===== config.mk =====
export PLATFORM = sky130hd
export DESIGN_NAME = uart_param_core_flat
export DESIGN_NICKNAME = d
export VERILOG_FILES = /design/src/rtl/uart_param_core_if.sv /design/src/rtl/uart_param_core.sv /design/src/flat_wrapper.sv
export SDC_FILE = /design/constraint.sdc
export NUM_CORES = 1
export LEC_CHECK = 0
export CAP_MARGIN = 20
export CORE_AREA = 2 2 66 99
export DETAILED_ROUTE_END_ITERATION = 10
export DIE_AREA = 0 0 68 101
export PLACE_DENSITY = 0.75
export SETUP_SLACK_MARGIN = 0.15
export SYNTH_ARGS = -nofsm -noshare
export SYNTH_HDL_FRONTEND = slang
export SYNTH_SLANG_ARGS = --single-unit
export TNS_END_PERCENT = 1

===== constraint.sdc =====
create_clock -name clk -period 4.1 [get_ports clk]
set_input_delay 0.82 -clock clk [delete_from_list [all_inputs] [get_ports clk]]
set_output_delay 0.82 -clock clk [all_outputs]
set_load 0.005 [all_outputs]

===== src/rtl/uart_param_core_if.sv =====
// Byte-level and serial-line signals of one uart_param_core instance.
// Handshake: tx_start is the valid, ~tx_busy the ready; a character moves on any rising
// edge where both are high, and tx_start is ignored while tx_busy is high.
interface uart_param_core_if #(
  parameter int DATA_BITS = 8
);
  logic                 tx_start;
  logic [DATA_BITS-1:0] tx_data;
  logic                 tx_busy;
  logic                 tx_done;
  logic                 tx_serial;
  logic                 rx_serial;
  logic                 loopback;
  logic                 rx_done;
  logic [DATA_BITS-1:0] rx_data;
  logic                 rx_parity_err;
  logic                 rx_frame_err;

  modport master (
    output tx_start, tx_data, rx_serial, loopback,
    input  tx_busy, tx_done, tx_serial, rx_done, rx_data, rx_parity_err, rx_frame_err
  );

  modport slave (
    input  tx_start, tx_data, rx_serial, loopback,
    output tx_busy, tx_done, tx_serial, rx_done, rx_data, rx_parity_err, rx_frame_err
  );
endinterface


===== src/rtl/uart_param_core.sv =====
// Full-duplex UART with configurable width, parity and stop bits, RX error flags and
// internal loopback. TX and RX are independent FSMs sharing one clock.
module uart_param_core #(
  parameter int CLKS_PER_BIT = 16,
  parameter int DATA_BITS    = 8,
  parameter int PARITY       = 0,
  parameter int STOP_BITS    = 1
) (
  input  logic               clk,
  input  logic               rst_n,
  uart_param_core_if.slave   bus,
  output logic [2:0]         tx_state_o,
  output logic [2:0]         rx_state_o
);

  localparam int BAUD_W = (CLKS_PER_BIT > 1) ? $clog2(CLKS_PER_BIT) : 1;
  localparam int BIT_W  = 4;
  localparam logic [BAUD_W-1:0] BAUD_LAST = BAUD_W'(CLKS_PER_BIT - 1);
  localparam logic [BAUD_W-1:0] BAUD_HALF = BAUD_W'(CLKS_PER_BIT / 2 - 1);
  localparam logic [BIT_W-1:0]  DATA_LAST = BIT_W'(DATA_BITS - 1);
  localparam logic [BIT_W-1:0]  STOP_LAST = BIT_W'(STOP_BITS - 1);
  localparam bit HAS_PAR = (PARITY != 0);
  localparam bit ODD_PAR = (PARITY == 1);

  typedef enum logic [2:0] {
    TX_IDLE   = 3'd0,
    TX_START  = 3'd1,
    TX_DATA   = 3'd2,
    TX_PARITY = 3'd3,
    TX_STOP   = 3'd4
  } tx_state_e;

  typedef enum logic [2:0] {
    RX_IDLE   = 3'd0,
    RX_START  = 3'd1,
    RX_DATA   = 3'd2,
    RX_PARITY = 3'd3,
    RX_STOP   = 3'd4,
    RX_BREAK  = 3'd5
  } rx_state_e;

  // ---------------------------------------------------------------- transmitter
  tx_state_e            tx_state_q;
  logic [BAUD_W-1:0]    tx_baud_q;
  logic [BIT_W-1:0]     tx_bit_q;
  logic [DATA_BITS-1:0] tx_shift_q;
  logic                 tx_par_q;
  logic                 tx_line_q;
  logic                 tx_busy_q;
  logic                 tx_done_q;
  logic                 tx_bit_end;

  assign tx_bit_end = (tx_baud_q == BAUD_LAST);

  // tx_line_q changes on the same edge the FSM advances, so each bit is exactly one
  // baud period on the line and the start bit appears the cycle after acceptance.
  always_ff @(posedge clk or negedge rst_n) begin
    if (!rst_n) begin
      tx_state_q <= TX_IDLE;
      tx_baud_q  <= '0;
      tx_bit_q   <= '0;
      tx_shift_q <= '0;
      tx_par_q   <= 1'b0;
      tx_line_q  <= 1'b1;
      tx_busy_q  <= 1'b0;
      tx_done_q  <= 1'b0;
    end else begin
      tx_done_q <= 1'b0;
      if (tx_state_q != TX_IDLE) begin
        tx_baud_q <= tx_bit_end ? '0 : tx_baud_q + 1'b1;
      end
      case (tx_state_q)
        TX_IDLE: begin
          if (bus.tx_start) begin
            tx_state_q <= TX_START;
            tx_shift_q <= bus.tx_data;
            tx_par_q   <= (^bus.tx_data) ^ ODD_PAR;
            tx_line_q  <= 1'b0;
            tx_busy_q  <= 1'b1;
            tx_baud_q  <= '0;
            tx_bit_q   <= '0;
          end
        end
        TX_START: begin
          if (tx_bit_end) begin
            tx_state_q <= TX_DATA;
            tx_line_q  <= tx_shift_q[0];
            tx_shift_q <= tx_shift_q >> 1;
          end
        end
        TX_DATA: begin
          if (tx_bit_end) begin
            if (tx_bit_q == DATA_LAST) begin
              tx_bit_q <= '0;
              if (HAS_PAR) begin
                tx_state_q <= TX_PARITY;
                tx_line_q  <= tx_par_q;
              end else begin
                tx_state_q <= TX_STOP;
                tx_line_q  <= 1'b1;
              end
            end else begin
              tx_bit_q   <= tx_bit_q + 1'b1;
              tx_line_q  <= tx_shift_q[0];
              tx_shift_q <= tx_shift_q >> 1;
            end
          end
        end
        TX_PARITY: begin
          if (tx_bit_end) begin
            tx_state_q <= TX_STOP;
            tx_line_q  <= 1'b1;
          end
        end
        TX_STOP: begin
          if (tx_bit_end) begin
            if (tx_bit_q == STOP_LAST) begin
              tx_state_q <= TX_IDLE;
              tx_busy_q  <= 1'b0;
              tx_done_q  <= 1'b1;
            end else begin
              tx_bit_q <= tx_bit_q + 1'b1;
            end
          end
        end
        default: tx_state_q <= TX_IDLE;
      endcase
    end
  end

  // ---------------------------------------------------------------- receive input path
  logic rx_sel;
  logic rx_meta_q;
  logic rx_sync_q;
  logic rx_prev_q;

  assign rx_sel = bus.loopback ? tx_line_q : bus.rx_serial;

  always_ff @(posedge clk or negedge rst_n) begin
    if (!rst_n) begin
      rx_meta_q <= 1'b1;
      rx_sync_q <= 1'b1;
      rx_prev_q <= 1'b1;
    end else begin
      rx_meta_q <= rx_sel;
      rx_sync_q <= rx_meta_q;
      rx_prev_q <= rx_sync_q;
    end
  end

  // ---------------------------------------------------------------- receiver
  rx_state_e            rx_state_q;
  logic [BAUD_W-1:0]    rx_baud_q;
  logic [BIT_W-1:0]     rx_bit_q;
  logic [DATA_BITS-1:0] rx_shift_q;
  logic                 rx_par_bit_q;
  logic                 rx_ferr_acc_q;
  logic [DATA_BITS-1:0] rx_data_q;
  logic                 rx_perr_q;
  logic                 rx_ferr_q;
  logic                 rx_done_q;
  logic                 rx_sample;

  // The start bit is checked half a bit after the edge; every later sample is a full
  // bit apart, which places all of them at mid-bit.
  assign rx_sample = (rx_state_q == RX_START) ? (rx_baud_q == BAUD_HALF)
                                              : (rx_baud_q == BAUD_LAST);

  always_ff @(posedge clk or negedge rst_n) begin
    if (!rst_n) begin
      rx_state_q    <= RX_IDLE;
      rx_baud_q     <= '0;
      rx_bit_q      <= '0;
      rx_shift_q    <= '0;
      rx_par_bit_q  <= 1'b0;
      rx_ferr_acc_q <= 1'b0;
      rx_data_q     <= '0;
      rx_perr_q     <= 1'b0;
      rx_ferr_q     <= 1'b0;
      rx_done_q     <= 1'b0;
    end else begin
      rx_done_q <= 1'b0;
      case (rx_state_q)
        RX_IDLE: begin
          if (rx_prev_q && !rx_sync_q) begin
            rx_state_q <= RX_START;
            rx_baud_q  <= '0;
          end
        end
        RX_START: begin
          if (rx_sample) begin
            rx_baud_q <= '0;
            rx_bit_q  <= '0;
            rx_state_q <= rx_sync_q ? RX_IDLE : RX_DATA;
          end else begin
            rx_baud_q <= rx_baud_q + 1'b1;
          end
        end
        RX_DATA: begin
          if (rx_sample) begin
            rx_baud_q  <= '0;
            rx_shift_q <= {rx_sync_q, rx_shift_q[DATA_BITS-1:1]};
            if (rx_bit_q == DATA_LAST) begin
              rx_bit_q      <= '0;
              rx_ferr_acc_q <= 1'b0;
              rx_state_q    <= HAS_PAR ? RX_PARITY : RX_STOP;
            end else begin
              rx_bit_q <= rx_bit_q + 1'b1;
            end
          end else begin
            rx_baud_q <= rx_baud_q + 1'b1;
          end
        end
        RX_PARITY: begin
          if (rx_sample) begin
            rx_baud_q    <= '0;
            rx_par_bit_q <= rx_sync_q;
            rx_state_q   <= RX_STOP;
          end else begin
            rx_baud_q <= rx_baud_q + 1'b1;
          end
        end
        RX_STOP: begin
          if (rx_sample) begin
            rx_baud_q <= '0;
            if (rx_bit_q == STOP_LAST) begin
              // Deliver even on error; a low final stop means the line may be in break.
              rx_bit_q   <= '0;
              rx_data_q  <= rx_shift_q;
              rx_perr_q  <= HAS_PAR & ((^rx_shift_q) ^ rx_par_bit_q ^ ODD_PAR);
              rx_ferr_q  <= rx_ferr_acc_q | ~rx_sync_q;
              rx_done_q  <= 1'b1;
              rx_state_q <= rx_sync_q ? RX_IDLE : RX_BREAK;
            end else begin
              rx_bit_q      <= rx_bit_q + 1'b1;
              rx_ferr_acc_q <= rx_ferr_acc_q | ~rx_sync_q;
            end
          end else begin
            rx_baud_q <= rx_baud_q + 1'b1;
          end
        end
        RX_BREAK: begin
          if (rx_sync_q) begin
            rx_state_q <= RX_IDLE;
          end
        end
        default: rx_state_q <= RX_IDLE;
      endcase
    end
  end

  // ---------------------------------------------------------------- outputs
  assign bus.tx_busy       = tx_busy_q;
  assign bus.tx_done       = tx_done_q;
  assign bus.tx_serial     = bus.loopback ? 1'b1 : tx_line_q;
  assign bus.rx_done       = rx_done_q;
  assign bus.rx_data       = rx_data_q;
  assign bus.rx_parity_err = rx_perr_q;
  assign bus.rx_frame_err  = rx_ferr_q;
  assign tx_state_o        = tx_state_q;
  assign rx_state_o        = rx_state_q;

endmodule


===== src/flat_wrapper.sv =====
// flat-port wrapper written by rule: the top's interface ports become plain ports
module uart_param_core_flat 
#(
  parameter int CLKS_PER_BIT = 16,
  parameter int DATA_BITS    = 8,
  parameter int PARITY       = 0,
  parameter int STOP_BITS    = 1
)
  (clk, rst_n, tx_state_o, rx_state_o, bus_tx_start, bus_tx_data, bus_rx_serial, bus_loopback, bus_tx_busy, bus_tx_done, bus_tx_serial, bus_rx_done, bus_rx_data, bus_rx_parity_err, bus_rx_frame_err);
  uart_param_core_if #(.DATA_BITS(DATA_BITS)) bus_i ();
  input  logic clk;
  input  logic rst_n;
  output logic [2:0] tx_state_o;
  output logic [2:0] rx_state_o;
  input wire logic [$bits(bus_i.tx_start)-1:0] bus_tx_start;
  input wire logic [$bits(bus_i.tx_data)-1:0] bus_tx_data;
  input wire logic [$bits(bus_i.rx_serial)-1:0] bus_rx_serial;
  input wire logic [$bits(bus_i.loopback)-1:0] bus_loopback;
  output wire logic [$bits(bus_i.tx_busy)-1:0] bus_tx_busy;
  output wire logic [$bits(bus_i.tx_done)-1:0] bus_tx_done;
  output wire logic [$bits(bus_i.tx_serial)-1:0] bus_tx_serial;
  output wire logic [$bits(bus_i.rx_done)-1:0] bus_rx_done;
  output wire logic [$bits(bus_i.rx_data)-1:0] bus_rx_data;
  output wire logic [$bits(bus_i.rx_parity_err)-1:0] bus_rx_parity_err;
  output wire logic [$bits(bus_i.rx_frame_err)-1:0] bus_rx_frame_err;
  assign bus_i.tx_start = bus_tx_start;
  assign bus_i.tx_data = bus_tx_data;
  assign bus_i.rx_serial = bus_rx_serial;
  assign bus_i.loopback = bus_loopback;
  assign bus_tx_busy = bus_i.tx_busy;
  assign bus_tx_done = bus_i.tx_done;
  assign bus_tx_serial = bus_i.tx_serial;
  assign bus_rx_done = bus_i.rx_done;
  assign bus_rx_data = bus_i.rx_data;
  assign bus_rx_parity_err = bus_i.rx_parity_err;
  assign bus_rx_frame_err = bus_i.rx_frame_err;
  uart_param_core #(.CLKS_PER_BIT(CLKS_PER_BIT), .DATA_BITS(DATA_BITS), .PARITY(PARITY), .STOP_BITS(STOP_BITS)) u_core (.clk(clk), .rst_n(rst_n), .bus(bus_i), .tx_state_o(tx_state_o), .rx_state_o(rx_state_o));
endmodule

### Word-level counts from Yosys, hierarchy flattened

Cells that the tools add are included.

* add/sub/neg operators: 4
* multipliers: 0
* div/mod/pow operators: 0
* order comparisons: 0
* eq/ne operators: 32
* shift operators: 0
* mux-type cells: 67
* bitwise logic cells: 2
* reduce and logical (&&, ||, !) cells: 26

Operators by type and width (number)
* 4-bit two-way mux: 16
* 3-bit two-way mux: 16
* 8-bit two-way mux: 4
* 2-bit by 1-bit != test with 1-bit output, second input constant: 14
* 4-bit one-hot mux with 3 select lines: 2
* 8-bit one-hot mux with 3 select lines: 1
* 1-bit two-way mux: 21
* 5-bit AND reduction: 4
* 3-bit one-hot mux with 6 select lines: 1
* 4-bit by 1-bit adder with 4-bit output, second input constant: 4
* 3-bit one-hot mux with 5 select lines: 1
* 3-bit by 2-bit equality test with 1-bit output, second input constant: 4
* 4-bit by 3-bit equality test with 1-bit output, second input constant: 3
* 3-bit nonzero test: 4
* 3-bit equality test, second input constant: 3
* 4-bit equality test, second input constant: 2
* 4-bit logical NOT: 2
* 2-bit != test, second input constant: 4
* 4-bit one-hot mux with 2 select lines: 1
* 4-bit AND reduction: 2
* 8-bit AND reduction: 1
* 7-bit AND reduction: 1
* 3-bit by 1-bit equality test with 1-bit output, second input constant: 2
* 3-bit logical NOT: 2
* 12 further kinds: 16

* flip-flop bits (word level): 55
* latch bits: 0
* bits in writable memories: 0
* memory bits (read-only): 0
* bits of input ports: 13
* output and inout bits: 20
* word-level logic and storage cells: 149
* memories: 0

### Longest topological paths before layout

Gate-level depths: netlist of run 1.

* word-level depth: 5
* gate-level depth with buffers: 7
* gate-level depth less buffers: 6

### Worst setup path after synthesis of run 1

Ideal clock, no wire load.

* kind: register to register
* start point: reg u_core.rx_state_q[0], in the netlist u_core.rx_state_o[0]
* end point: reg u_core.rx_data_q[0], in the netlist u_core.bus.rx_data[0]
* setup time: 125 ps
* arrival time: 1982 ps
* required time: 3975 ps
* setup slack: 1993 ps
* cell stages (with the launch flop): 5
* path buffers: 0
* period minus slack after synthesis: 2107 ps
* cell sequence: dfrtp_1 nor3b_1 mux2_4 nor3_4 mux2_2

* longest elaborated chain between the ends: 3
* elaborated cells on any way between the ends: 4
* classes of those cells: eq/ne: 2; mux: 1; reduce/logical: 1

Ends and longest elaborated chain
* start, declared: RTL line uart_param_core.sv:152 `rx_state_e rx_state_q;`
* start signal, assigned: RTL line uart_param_core.sv:194 `rx_state_q <= rx_sync_q ? RX_IDLE : RX_DATA;`
* start signal, assigned: RTL line uart_param_core.sv:206 `rx_state_q <= HAS_PAR ? RX_PARITY : RX_STOP;`
* start signal, assigned: RTL line uart_param_core.sv:233 `rx_state_q <= rx_sync_q ? RX_IDLE : RX_BREAK;`
* 3-bit by 1-bit equality test with 1-bit output: RTL line uart_param_core.sv:166 `assign rx_sample = (rx_state_q == RX_START) ? (rx_baud_q == BAUD_HALF)`
* 1-bit two-way mux: RTL line uart_param_core.sv:166
* 3-bit AND reduction (no line) *
* end signal, assigned: RTL line uart_param_core.sv:229 `rx_data_q <= rx_shift_q;`
* end, declared: RTL line uart_param_core.sv:158 `logic [DATA_BITS-1:0] rx_data_q;`

Every way passes the cells marked *; elsewhere a longest branch is shown, timed or not.
A chain may end at the register's enable or synchronous reset.

### Final worst setup path of run 1

* start point: in bus_loopback
* end point: out bus_tx_serial

* longest elaborated chain between the ends: 1

Ends and longest elaborated chain
* start, declared: RTL line flat_wrapper.sv:18 `input wire logic [$bits(bus_i.loopback)-1:0] bus_loopback;`
* 1-bit two-way mux: RTL line uart_param_core.sv:255 `assign bus.tx_serial = bus.loopback ? 1'b1 : tx_line_q;`
* end, declared: RTL line flat_wrapper.sv:21 `output wire logic [$bits(bus_i.tx_serial)-1:0] bus_tx_serial;`

Every way passes these cells.

==> results of run 1 <==
per-layer routing:
layer  up-vias  part of all wire  global-route usage
met5         -                 0                   0
met4         0             0.018              0.0738
met3         6             0.023              0.0335
met2        26              0.53               0.320
met1      1082              0.43               0.212
li1       1066                 -                   -
layout make-up:
cell class / count / area (um^2)
clock inverters: 1 / 5.00
well taps: 74 / 92.6
flip-flops and latches: 55 / 1380
clock buffers: 7 / 86.3
multi-input cells: 193 / 1450
fillers: 538 / 2670
inverters: 11 / 41.3
repair buffers: 33 / 320
path summary, 6_finish.rpt:
| kind | from | to | slack (ns) | depth (start not counted) |
|---|---|---|---|---|
| max in group asynchronous | rst_n | u_core.rx_prev_q | 2.82 | 2 |
| min in group asynchronous | rst_n | u_core.bus.rx_data[5] | 0.43 | 1 |
| setup reg to reg | u_core.rx_state_o[1] | u_core.bus.rx_data[1] | 1.47 | 4 |
| hold / removal | u_core.rx_meta_q | u_core.rx_sync_q | 0.36 | 0 |
| hold reg to reg | u_core.rx_meta_q | u_core.rx_sync_q | 0.36 | 0 |
| setup / recovery | bus_loopback | bus_tx_serial | 1.30 | 3 |
registers in the layout, summed over array words and instances, names as in the netlist, 3 cells and up:
register / count
u_core.tx_state_o: 3
u_core.rx_state_o: 3
u_core.bus.rx_data: 8
u_core.rx_baud_q: 4
u_core.tx_bit_q: 4
u_core.rx_shift_q: 8
u_core.tx_shift_q: 8
u_core.rx_bit_q: 4
u_core.tx_baud_q: 4
kinds of logic after synthesis:
family          after synthesis  synth area share
compound gates               72             0.167
xor+xnor                      3           0.00898
fa+ha+maj                     6            0.0257
buf+inv                      24            0.0329
flops                        55             0.472
mux                          38             0.146
other cells                   1           0.00128
simple gates                 73             0.146
power by group through the flow:
stage	combinational, mW	sequential [mW]	clock [mW]
finish	0.707	0.858	0.305
global route	0.799	0.882	0.341
CTS	0.714	0.857	0.319
detailed placement	0.709	0.867	0
global placement	0.690	0.861	0
floorplan	0.606	0.774	0
metrics by stage:
stage | total power, mW | worst slack, ns | utilization | hold WS [ns] | std cells
floorplan | 1.38 | 1.99 | - | 0.345 | 272
finish | 1.87 | 1.30 | 0.558 | 0.360 | 374
CTS | 1.89 | 1.29 | 0.558 | 0.363 | 374
global placement | 1.55 | 1.30 | 0.543 | 0.345 | 366
global route | 2.02 | 1.25 | 0.558 | 0.365 | 374
detailed placement | 1.58 | 1.29 | 0.543 | 0.349 | 366
worst max-delay path: cells and delay by family:
kind                   cells  cell delay (ns)
buffers and inverters      2             0.87
AND/OR/NAND/NOR            1             0.29
cells in the mapped netlist (all sizes together) (2+ instances only):
cell type	n
nor4	2
nor2	12
o31ai	6
a22oi	2
a21oi	13
ha	6
nand3	8
inv	11
or3	6
o221ai	2
or3b	4
and3b	2
o22a	2
nand2	12
mux2	34
a31oi	3
xnor2	2
o211ai	6
a21o	2
a32o	2
nand2b	4
o2111ai	2
dfstp	4
dfrtp	51
or4	3
nor3	4
clkbuf	10
nand4	2
a211oi	3
nor3b	4
mux2i	4
or2	4
o21ai	18
buf	3
nand3b	3
==> impl_metrics.yaml, run 1 <==
clock_tree:
  cts_sinks: 55
  cts_max_level: 2
  clock-root-buffer: "sky130_fd_sc_hd__clkbuf_8"
  clock_latency_ns: 0.31
  cts_tree: "built"
  numCtsBuffers: 5
  ctsHoldBuffers: 0
  cts.reportedPaths.clkPinSlew_ns: 0.09
  cts_repair_resize_count: 0
  postCtsSetupRepairBufs: 0
  clk_path_buf_depth: 2
timing:
  final_hold_viol_count: 0
  period_needed_ns: 2.80
  timing.final.crit_share: 0.684
  number_of_failing_setup_endpoints_in_the_final_timing_report: 0
  finalClockSkew_ns: 0.00764
  fmax_mhz: 357
  setup-tns-final_ns: 0
  rsz0062_at_grt: "false"
  slew_headroom: 0.519
  slew_viol_final: 0
  slew_worst_pin_ns: 0.717
route:
  drc_errors: 0
  detail-route-antenna-nets: 0
  post_drt_wl_per_cell_um: 15.0
  via_count: 2180
  first_iter_violations: 108
  routed_wirelength_mm: 5.63
  number_of_vias_per_cell: 5.83
  detail_route.first_pass.iterations: 4
hold_path:
  min_path_type: "reg -> reg"
logic_synthesis:
  netlist_area_mm2: 0.00293
  synth-edff-count: 0
  postSynthCellCount: 272
  syn_nets: 291
  synth.top_cells.by_area: "sky130_fd_sc_hd__dfrtp_1 (44%), sky130_fd_sc_hd__mux2_2 (11%), sky130_fd_sc_hd__dfstp_2 (3.6%)"
  asyncSetResetFlopFracSynth: 1.00
  synth-warning-count: 0
  dominantRegCellSynth: "sky130_fd_sc_hd__dfrtp_1"
  synth.yosys.seq_area_share: 0.472
  synth_top_cell_by_area: "sky130_fd_sc_hd__dfrtp_1"
  synth_seq_cells: 55
  synthDominantCellAreaShare: 0.436
  count_of_cell_types_in_the_netlist: 57
  avgSynthCellArea_um2: 10.8
critical_path:
  worst-setup-path-type: "in -> out"
  worst_setup_path_start_kind: "input pin"
  crit_arrival_ns: 1.98
  critPathMostFrequentCell: "sky130_fd_sc_hd__clkdlybuf4s50_1"
  worst_setup_path_end_kind: "output pin"
  max_stage_delay_ns: 0.45
  worst_path_max_delay_cell: "sky130_fd_sc_hd__clkdlybuf4s50_1"
  critical_path_required_ns: 3.28
  cp_cell_sequence: "clkdlybuf4s50_1 -> or2_2 -> clkdlybuf4s50_1"
  worstPathMaxFanout: 2
placed_design:
  dp.final_hpwl_mm: 3.97
  gp_routability_congestion: 0.758
  port_buffers: 31
  place_area_mm2: 0.00328
floorplanning:
  start_util: 0.484
  fp.dieArea_mm2: 0.00687
  placementRows: 35
  die_height_um: 101
  die_width_um: 68
  num_io_pins: 33
  floorplan.core_area_mm2: 0.00604
power_and_ir_drop:
  power_switching_mw: 0.688
  power_frac_clock: 0.163
  share_seq_of_total_power: 0.459
  power_switching_share: 0.368
  comb_power_share: 0.378
  leakagePower_nw: 1.41
  vdd_drop_max_uv: 288
  power-per-cell-area_mw_per_mm2: 554
  intPower_mw: 1.18
layout:
  drive_gt1_frac: 0.190
  highest_count_cells_in_the_layout_ignoring_fill_and_taps: "sky130_fd_sc_hd__dfrtp_1 (51), sky130_fd_sc_hd__clkdlybuf4s50_1 (30), sky130_fd_sc_hd__mux2_2 (29), sky130_fd_sc_hd__o21ai_0 (18), sky130_fd_sc_hd__a21oi_1 (13)"
  antenna-diode-count: 0
  synthesis_to_layout_area_growth_pct: 15.4
  mostFrequentLayoutCell: "sky130_fd_sc_hd__dfrtp_1"
  num-nets-final: 318
  final_cell_area_mm2: 0.00337
global_route:
  number_of_antenna_violations_at_the_first_check_in_global_routing: 0
  globalRouteTotalUtil: 0.182
  grt_start_max_net_pins: 38
  globalRouteOverflowTotal: 0
  grt_first_pass_wirelength_mm: 9.56
  number_of_global_route_vias_before_repair: 2141
job:
  maxCapViolations: 0
outcome:
  status: "complete, no violations"
Power figures use the tool's default switching activity.
==> inputs of run 2 (changes only) <==
==> constraint.sdc (replaced) <==
create_clock -name clk -period 2.9 [get_ports clk]
set_input_delay 0.58 -clock clk [delete_from_list [all_inputs] [get_ports clk]]
set_output_delay 0.58 -clock clk [all_outputs]
set_load 0.005 [all_outputs]
==> run 2 against run 1 <==
Utilization rose by 0.81 points. Clock-buffer cell count fell by 1. Total power is 46% higher. Sequential power rose by 35%. Non-clock buffer count up 4. Combinational power increased by 53%. Global-route usage rose by 0.064 points. Critical path depth unchanged. Critical path type unchanged.
==> impl_metrics.yaml, run 2 (same netlist as run 1, synthesis figures left out) <==
layout:
  mostFrequentLayoutCell: "sky130_fd_sc_hd__dfrtp_1"
  highest_count_cells_in_the_layout_ignoring_fill_and_taps: "sky130_fd_sc_hd__dfrtp_1 (51), sky130_fd_sc_hd__clkdlybuf4s50_1 (30), sky130_fd_sc_hd__mux2_2 (29), sky130_fd_sc_hd__o21ai_0 (18), sky130_fd_sc_hd__a21oi_1 (13)"
  final_cell_area_mm2: 0.00342
  drive_gt1_frac: 0.201
  num-nets-final: 322
  synthesis_to_layout_area_growth_pct: 17.0
  antenna-diode-count: 0
route:
  detail_route.wirelength.met1_mm: 2.33
  top_signal_layer_used: "met4"
  drc_errors: 0
  routed-wl-met2_mm: 2.98
  detail_route.first_pass.iterations: 4
  routed_wirelength_mm: 5.64
  first_iter_violations: 137
  number_of_vias_per_cell: 5.96
  via_count: 2252
  met3_length_um: 179
  detail-route-antenna-nets: 0
  post_drt_wl_per_cell_um: 14.9
global_route:
  globalRouteTotalUtil: 0.183
  number_of_global_route_vias_before_repair: 2172
  grt_start_max_net_pins: 29
  grt_first_pass_wirelength_mm: 9.68
  number_of_antenna_violations_at_the_first_check_in_global_routing: 0
  globalRouteOverflowTotal: 0
clock_tree:
  cts_tree: "built"
  clock_latency_ns: 0.31
  numCtsBuffers: 5
  cts_sinks: 55
  clock-root-buffer: "sky130_fd_sc_hd__clkbuf_8"
  clk_path_buf_depth: 2
  cts_max_level: 2
  postCtsSetupRepairBufs: 0
  ctsHoldBuffers: 0
  cts.reportedPaths.clkPinSlew_ns: 0.10
  cts_repair_resize_count: 0
timing:
  final_hold_viol_count: 0
  number_of_failing_setup_endpoints_in_the_final_timing_report: 0
  slew_headroom: 0.583
  slew_worst_pin_ns: 0.623
  setup-tns-final_ns: 0
  timing.final.crit_share: 0.798
  finalClockSkew_ns: 0.0129
  fmax_mhz: 432
  period_needed_ns: 2.31
  slew_viol_final: 0
  rsz0062_at_grt: "false"
critical_path:
  critical_path_required_ns: 2.32
  worst_setup_path_start_kind: "input pin"
  timing.reg2reg.setup_slack_ns: 0.62
  worst_path_max_delay_cell: "sky130_fd_sc_hd__clkdlybuf4s50_1"
  crit_arrival_ns: 1.73
  cp_num_buf_inv: 2
  critPathCapture: "bus_tx_serial"
  max_stage_delay_ns: 0.44
  timing.rr.end: "u_core.bus.rx_data[2]"
  r2r_cells: 5
  crit_path_start: "bus_loopback"
  critical_path_cell_count: 3
  crit_path_leading_delay_family: "buffers and inverters"
  critPathMostFrequentCell: "sky130_fd_sc_hd__clkdlybuf4s50_1"
  worst_r2r_src: "u_core.rx_baud_q[0]"
  worst-setup-path-type: "in -> out"
  cp_cell_sequence: "clkdlybuf4s50_1 -> or2_2 -> clkdlybuf4s50_1"
  worstPathMaxFanout: 2
  worst_setup_path_end_kind: "output pin"
placed_design:
  dp.final_hpwl_mm: 4.13
  port_buffers: 31
  place_area_mm2: 0.00331
  gp_routability_congestion: 0.883
power_and_ir_drop:
  leakagePower_nw: 1.43
  vdd_drop_max_uv: 487
  power-per-cell-area_mw_per_mm2: 800
floorplanning:
  start_util: 0.484
  placementRows: 35
  die_height_um: 101
  die_width_um: 68
  num_io_pins: 33
  floorplan.core_area_mm2: 0.00604
  fp.dieArea_mm2: 0.00687
outcome:
  status: "complete, no violations"
hold_path:
  min_path_type: "in -> async"
job:
  maxCapViolations: 0
-- run 2: cell count changes in the layout (fill, tap and decap cells not counted) --
cell                         delta
sky130_fd_sc_hd__bufinv_16      +1
sky130_fd_sc_hd__clkinvlp_4     +1
sky130_fd_sc_hd__clkinv_2       -1
sky130_fd_sc_hd__buf_4          +4
sky130_fd_sc_hd__clkbuf_8       -1
-- run 2: area by class of cell --
| class | instances | area [um^2] |
|---|---|---|
| multi-input cells | 193 | 1450 |
| repair buffers | 37 | 350 |
| inverters | 11 | 41.3 |
| flip-flops and latches | 55 | 1380 |
| clock inverters | 2 | 37.5 |
| clock buffers | 6 | 72.6 |
| fillers | 515 | 2620 |
| well taps | 74 | 92.6 |
-- run 2: worst min path at each step --
stage / end / start / depth (start not counted)
6_report: u_core.bus.rx_data[6] / rst_n / 1
5_1_grt: u_core.bus.rx_data[6] / rst_n / 1
4_1_cts: u_core.bus.rx_data[5] / rst_n / 1
3_5_place_dp: u_core.rx_sync_q / u_core.rx_meta_q / 0
3_3_place_gp: u_core.rx_sync_q / u_core.rx_meta_q / 0
2_1_floorplan: u_core.bus.rx_data[0] / rst_n / 0
-- run 2: metal layers --
layer / vias to the layer above / GRT usage
met5: - / 0
met4: 0 / 0.0862
met3: 10 / 0.0302
met2: 38 / 0.306
met1: 1130 / 0.225
li1: 1074 / -
-- run 2: per-stage QoR --
| stage | setup WS [ns] | util | power, mW | hold WS, ns | std cells |
|---|---|---|---|---|---|
| detailed placement | 0.581 | 0.548 | 2.25 | 0.350 | 370 |
| global placement | 0.584 | 0.548 | 2.23 | 0.346 | 370 |
| floorplan | 0.793 | - | 1.95 | 0.284 | 272 |
| finish | 0.586 | 0.566 | 2.74 | 0.140 | 378 |
| CTS | 0.580 | 0.566 | 2.76 | 0.140 | 378 |
| global route | 0.469 | 0.566 | 2.95 | 0.143 | 378 |
-- run 2: where the power goes --
part	total, mW	switching, mW	internal (mW)	leakage [nW]
registers	1.16	0.199	0.956	0.708
logic	1.08	0.541	0.543	0.671
clock network	0.499	0.241	0.258	0.0514
total	2.74	0.981	1.76	1.43
